$ cat src/rtl/md_sequencer_pkg.sv
// md_sequencer_pkg: shared opcode and state encodings for the multiply/divide sequencer.
package md_sequencer_pkg;
   typedef enum logic [1:0] {
      MD_MULT  = 2'b00,
      MD_MULTU = 2'b01,
      MD_DIV   = 2'b10,
      MD_DIVU  = 2'b11
   } md_op_e;
   typedef enum logic [1:0] {
      S_IDLE = 2'b00,
      S_MUL  = 2'b01,
      S_DIV  = 2'b10,
      S_FIX  = 2'b11
   } md_state_e;
endpackage

$ cat src/rtl/md_sequencer_step_unit.sv
// md_step_unit: one radix-2 shift-add or restoring shift-subtract iteration on a {hi,lo} accumulator.
module md_step_unit #(
   parameter int DATA_WIDTH = 32
) (
   input  logic                      i_Div,
   input  logic [2*DATA_WIDTH-1:0]   i_Acc,
   input  logic [DATA_WIDTH-1:0]     i_Operand,
   output logic [2*DATA_WIDTH-1:0]   o_Acc
);
   localparam int W = DATA_WIDTH;
   logic [W:0]   w_sum;
   logic         w_fit;
   logic [W-1:0] w_rem;
   always_comb begin
      w_sum = {1'b0, i_Acc[2*W-1:W]} + (i_Acc[0] ? {1'b0, i_Operand} : '0);
      // the shifted partial remainder is W+1 bits wide before the trial subtract
      w_fit = i_Acc[2*W-1:W-1] >= {1'b0, i_Operand};
      w_rem = w_fit ? i_Acc[2*W-2:W-1] - i_Operand : i_Acc[2*W-2:W-1];
      o_Acc = i_Div ? {w_rem, i_Acc[W-2:0], w_fit} : {w_sum, i_Acc[W-1:1]};
   end
endmodule

$ cat src/rtl/md_sequencer.sv
// md_sequencer: iterative MULT/MULTU/DIV/DIVU engine owning HI/LO, with stall request to the hazard unit.
module md_sequencer
   import md_sequencer_pkg::*;
#(
   parameter int DATA_WIDTH = 32
) (
   input  logic                  i_CLK,
   input  logic                  i_RST,
   input  logic                  i_StartE,
   input  logic [1:0]            i_OpE,
   input  logic [DATA_WIDTH-1:0] i_SrcAE,
   input  logic [DATA_WIDTH-1:0] i_SrcBE,
   input  logic                  i_FlushE,
   input  logic                  i_ReadHiLoE,
   input  logic                  i_MTHIE,
   input  logic                  i_MTLOE,
   input  logic [DATA_WIDTH-1:0] i_WDataE,
   output logic                  o_Busy,
   output logic                  o_StallMD,
   output logic                  o_Done,
   output logic                  o_DivZero,
   output logic [DATA_WIDTH-1:0] o_HI,
   output logic [DATA_WIDTH-1:0] o_LO
);
   localparam int W  = DATA_WIDTH;
   localparam int CW = $clog2(W);
   md_state_e       r_state;
   logic [CW-1:0]   r_count;
   logic [2*W-1:0]  r_acc;
   logic [W-1:0]    r_opb;
   logic            r_signed, r_sign, r_rsign, r_bzero, r_div;
   logic [W-1:0]    r_hi, r_lo;
   logic            r_done, r_divzero;
   logic            w_signed, w_accept;
   logic [W-1:0]    w_abs_a, w_abs_b;
   logic [2*W-1:0]  w_step, w_prod;
   logic [W-1:0]    w_quo, w_rem;
   assign w_signed = ~i_OpE[0];
   assign w_accept = i_StartE & ~i_FlushE;
   assign w_abs_a  = (w_signed & i_SrcAE[W-1]) ? -i_SrcAE : i_SrcAE;
   assign w_abs_b  = (w_signed & i_SrcBE[W-1]) ? -i_SrcBE : i_SrcBE;
   assign w_prod   = (r_signed & r_sign)  ? -r_acc          : r_acc;
   assign w_quo    = (r_signed & r_sign)  ? -r_acc[W-1:0]   : r_acc[W-1:0];
   // remainder follows the dividend sign; on divide-by-zero this restores the original dividend
   assign w_rem    = (r_signed & r_rsign) ? -r_acc[2*W-1:W] : r_acc[2*W-1:W];
   md_step_unit #(.DATA_WIDTH(W)) u_step (
      .i_Div     (r_state == S_DIV),
      .i_Acc     (r_acc),
      .i_Operand (r_opb),
      .o_Acc     (w_step)
   );
   always_ff @(posedge i_CLK or negedge i_RST) begin
      if (!i_RST) begin
         r_state   <= S_IDLE;
         r_count   <= '0;
         r_acc     <= '0;
         r_opb     <= '0;
         r_signed  <= 1'b0;
         r_sign    <= 1'b0;
         r_rsign   <= 1'b0;
         r_bzero   <= 1'b0;
         r_div     <= 1'b0;
         r_hi      <= '0;
         r_lo      <= '0;
         r_done    <= 1'b0;
         r_divzero <= 1'b0;
      end else begin
         r_done <= 1'b0;
         case (r_state)
            S_IDLE: begin
               if (w_accept) begin
                  r_state   <= i_OpE[1] ? S_DIV : S_MUL;
                  r_count   <= CW'(W - 1);
                  r_acc     <= {{W{1'b0}}, i_OpE[1] ? w_abs_a : w_abs_b};
                  r_opb     <= i_OpE[1] ? w_abs_b : w_abs_a;
                  r_signed  <= w_signed;
                  r_sign    <= i_SrcAE[W-1] ^ i_SrcBE[W-1];
                  r_rsign   <= i_SrcAE[W-1];
                  r_bzero   <= i_SrcBE == '0;
                  r_div     <= i_OpE[1];
                  r_divzero <= 1'b0;
               end else if (!i_FlushE) begin
                  if (i_MTHIE) r_hi <= i_WDataE;
                  if (i_MTLOE) r_lo <= i_WDataE;
               end
            end
            S_MUL, S_DIV: begin
               if (i_FlushE) r_state <= S_IDLE;
               else begin
                  r_acc   <= w_step;
                  r_count <= r_count - 1'b1;
                  if (r_count == '0) r_state <= S_FIX;
               end
            end
            S_FIX: begin
               r_state <= S_IDLE;
               if (!i_FlushE) begin
                  r_done <= 1'b1;
                  if (r_div) begin
                     r_lo      <= r_bzero ? '1 : w_quo;
                     r_hi      <= w_rem;
                     r_divzero <= r_bzero;
                  end else begin
                     r_hi <= w_prod[2*W-1:W];
                     r_lo <= w_prod[W-1:0];
                  end
               end
            end
            default: r_state <= S_IDLE;
         endcase
      end
   end
   assign o_Busy    = r_state != S_IDLE;
   assign o_StallMD = o_Busy & (i_StartE | i_ReadHiLoE | i_MTHIE | i_MTLOE);
   assign o_Done    = r_done;
   assign o_DivZero = r_divzero;
   assign o_HI      = r_hi;
   assign o_LO      = r_lo;
endmodule
$ cat config.mk
export PLATFORM = sky130hd
export DESIGN_NAME = md_sequencer
export DESIGN_NICKNAME = d
export VERILOG_FILES = /design/src/rtl/md_sequencer_pkg.sv /design/src/rtl/md_sequencer_step_unit.sv /design/src/rtl/md_sequencer.sv
export SDC_FILE = /design/constraint.sdc
export NUM_CORES = 1
export LEC_CHECK = 0
export BUFFER_PORTS_ARGS = -buffer_cell sky130_fd_sc_hd__buf_4
export CAP_MARGIN = 20
export CORE_UTILIZATION = 47
export CTS_BUF_LIST = sky130_fd_sc_hd__clkbuf_4 sky130_fd_sc_hd__clkbuf_8 sky130_fd_sc_hd__clkbuf_16
export CTS_CLUSTER_SIZE = 8
export DETAILED_ROUTE_END_ITERATION = 10
export GPL_ROUTABILITY_DRIVEN = 1
export GPL_TIMING_DRIVEN = 1
export MAX_ROUTING_LAYER = met4
export PLACE_DENSITY_LB_ADDON = 0.15
export SYNTH_ARGS = -nofsm -noshare
export SYNTH_HDL_FRONTEND = slang
export SYNTH_HIERARCHICAL = 1
export SYNTH_SLANG_ARGS = --single-unit
$ cat constraint.sdc
create_clock -name i_CLK -period 3.7 [get_ports i_CLK]
set_clock_uncertainty 0.2 [all_clocks]
set_input_delay 0.37 -clock i_CLK [delete_from_list [all_inputs] [get_ports i_CLK]]
set_output_delay 0.37 -clock i_CLK [all_outputs]
set_load 0.02 [all_outputs]
==> qor.csv <==
metric,value,unit
drcViolationCount,0,
setup_ws,0.0870,ns
portBuffers,172,
finalPower,17.8,mW
cts_buffer_depth,2,
avgRoutedWirePerCell,23.0,um
yosysWarningCount,6,
io_pins,173,
die_w,183,um
dp.cells,2553,
num_vias,16200,
routed_wl,59900,um
synth_area_leaders,"dfrtp_1 (28%), ha_1 (5.9%), a21oi_1 (5.4%)",
drv_cap,0,
maxSlewHeadroom,0.325,
cts_root_buf,clkbuf_16,
grt_pass1_wl,90900,um
required,3.90,ns
gr-total-overflow,0,
synthDistinctLibCells,83,
synth-edff-count,0,
drtPass1Iterations,6,
p_leak,8.50,nW
vias_per_cell,6.23,
nets,2326,
tns,0,ns
synth_most_common_cell,dfrtp_1,
outcome,"complete, no violations",
met1_usage,0.496,
die-area,0.0336,mm2
hold_viol,0,
min-delay-path-class,in -> reg,
cts_sinks,174,
seq_area_frac_synth,0.282,
start_util,0.476,
antenna_found_initial,2,
irDropWorstVdd,0.442,mV
finalCritPeriodShare,0.976,
fin_crit,3.61,ns
globalplace.congestion,1.04,
ys_ff_latch,174,
synthToLayoutAreaGrowth,21.7,%
slew_viol_final,0,
rsz0062_at_grt,yes,
design_area,0.0188,mm2
finalSetupViolCount,0,
cp_max_fo,14,
instances_no_fill,2603,
critical_path_class,reg -> reg,
cts_tree,done,
yosysTopAreaCell,dfrtp_1,
yosys.area.top_type_share,0.282,
die_y,183,um
powerDensity,948,mW/mm2
end_kind,flop,
grtUsageTotal,0.368,
drtAntennaViolNets,0,
num_rows,66,
hpwl,46500,um
drt_iter0_drc,1672,
ctsHtreeMaxLevel,4,
start_kind,flop,
syn_area,0.0155,mm2
max_slew.worst_pin.slew,1.01,ns
arrival,3.82,ns
grt_busiest_layer,met2,
synthCells,1926,
syn_area_per_cell,8.03,um2
first_global_vias,15300,
syn-num-nets,2106,
clk_latency,0.46,ns
postPlaceCellArea,0.0179,mm2
ys_async_sr_fraction,1.00,
drive_gt1_frac,0.197,
met3_usage,0.0530,
clk_pin_slew,0.07,ns
grt_max_degree,84,
fmax,277,MHz
core,0.0325,mm2
pre_cts_slack,-0.0929,ns
yosys-top-cells-count,"dfrtp_1 (174), nand2_1 (167), a21oi_1 (166), nor2_1 (162), o21ai_0 (149)",
ys.flop_type,dfrtp_1,
use_met2,0.547,
cts_buffers,17,
-- layer usage --
layer / vias up / wire, um
met4: 0 / 2640
met1: 7819 / 26300
met2: 761 / 26700
met3: 114 / 4250
met5: - / 0
li1: 7518 / -
-- where the power goes --
part	internal, mW	switching, mW
clock network	1.19	0.861
registers	2.74	1.00
logic	5.11	6.93
-- layout by cell type, fill, tap and decap left out, types with 13 or more instances in the layout --
cell,synthesis,routed
a211oi_1,21,20
a21o_1,40,39
a21oi_1,166,164
a221oi_1,16,15
a22o_1,32,32
a22oi_1,13,13
a31oi_1,25,24
and2_1,43,43
and3_1,23,23
buf_4,0,293
clkbuf_16,0,20
dfrtp_1,174,173
ha_1,73,69
inv_1,69,69
mux2_2,35,35
mux2i_1,44,43
nand2_1,167,167
nand2b_1,17,17
nand3_1,30,29
nand4_1,15,15
nor2_1,162,161
nor2b_1,16,15
nor3_1,48,48
nor4_1,35,33
o21ai_0,149,147
o221ai_1,16,16
o22ai_1,32,32
o31ai_1,21,21
or3_1,22,21
xnor2_1,91,91
xor2_1,74,74
-- worst max-delay path: stages (launching register included) --
cell and delay (ns):
dfrtp_1 0.43, buf_6 0.17, buf_4 0.14, and2_1 0.13, ha_1 0.28, and3_1 0.21, and2_1 0.17, a31oi_1 0.16
o21ai_0 0.11, a41o_2 0.32, a31oi_4 0.19, o21ai_1 0.12, a21oi_1 0.18, mux2_2 0.35, a221oi_1 0.21, a22o_1 0.18
-- sequential cells by signal, indices dropped and copies added (netlist names) --
register   count
o_DivZero      1
o_Done         1
o_HI          32
o_LO          32
r_acc         64
r_bzero        1
r_count        5
r_div          1
r_opb         32
r_rsign        1
r_sign         1
r_signed       1
r_state        2
-- what timing repair did --
item                       4_1_cts  5_1_grt
hold endpoints to repair        65        0
gates resized for setup          1       25
setup endpoints to repair        2       32
gates cloned                     0        3
pin swaps                        1       11
hold buffers                     5        0
setup buffers                    0        8
-- kinds of logic after synthesis --
kind of cell,synth area share
xor gates and xnor gates,0.0935
adders and majority gates,0.0617
DFF,0.282
muxes,0.0540
AOI/OAI and AO/OA,0.258
buffers and inverters,0.0462
and+or+nand+nor,0.205
-- layout make-up --
| type | instances | area (um2) |
|---|---|---|
| Timing Repair Buffer | 310 | 2480 |
| Inverter | 71 | 267 |
| Multi-Input combinational cell | 1572 | 10500 |
| Fill cell | 3020 | 13600 |
| Tap cell | 442 | 553 |
| Antenna cell | 2 | 5.00 |
| Clock inverter | 11 | 181 |
| Clock buffer | 21 | 468 |
| Sequential cell | 174 | 4360 |
-- per-stage QoR --
stage               hold WS, ns  utilization
CTS                      0.0175        0.572
finish                   0.0259        0.580
global placement          0.196        0.551
detailed placement        0.197        0.551
floorplan                -0.126            -
global route             0.0337        0.580
-- worst paths after layout --
kind	from	end	slack (ns)	depth (start not counted)
setup / recovery	r_acc[0]	r_acc[61]	0.09	15
hold / removal	i_WDataE[18]	o_LO[18]	0.03	3
setup reg to reg	r_acc[0]	r_acc[61]	0.09	15
hold reg to reg	o_HI[18]	o_HI[18]	0.28	1
max in group asynchronous	i_RST	r_opb[11]	2.06	3
min in group asynchronous	i_RST	o_LO[16]	0.26	2
(Power assumes the default switching activity.)
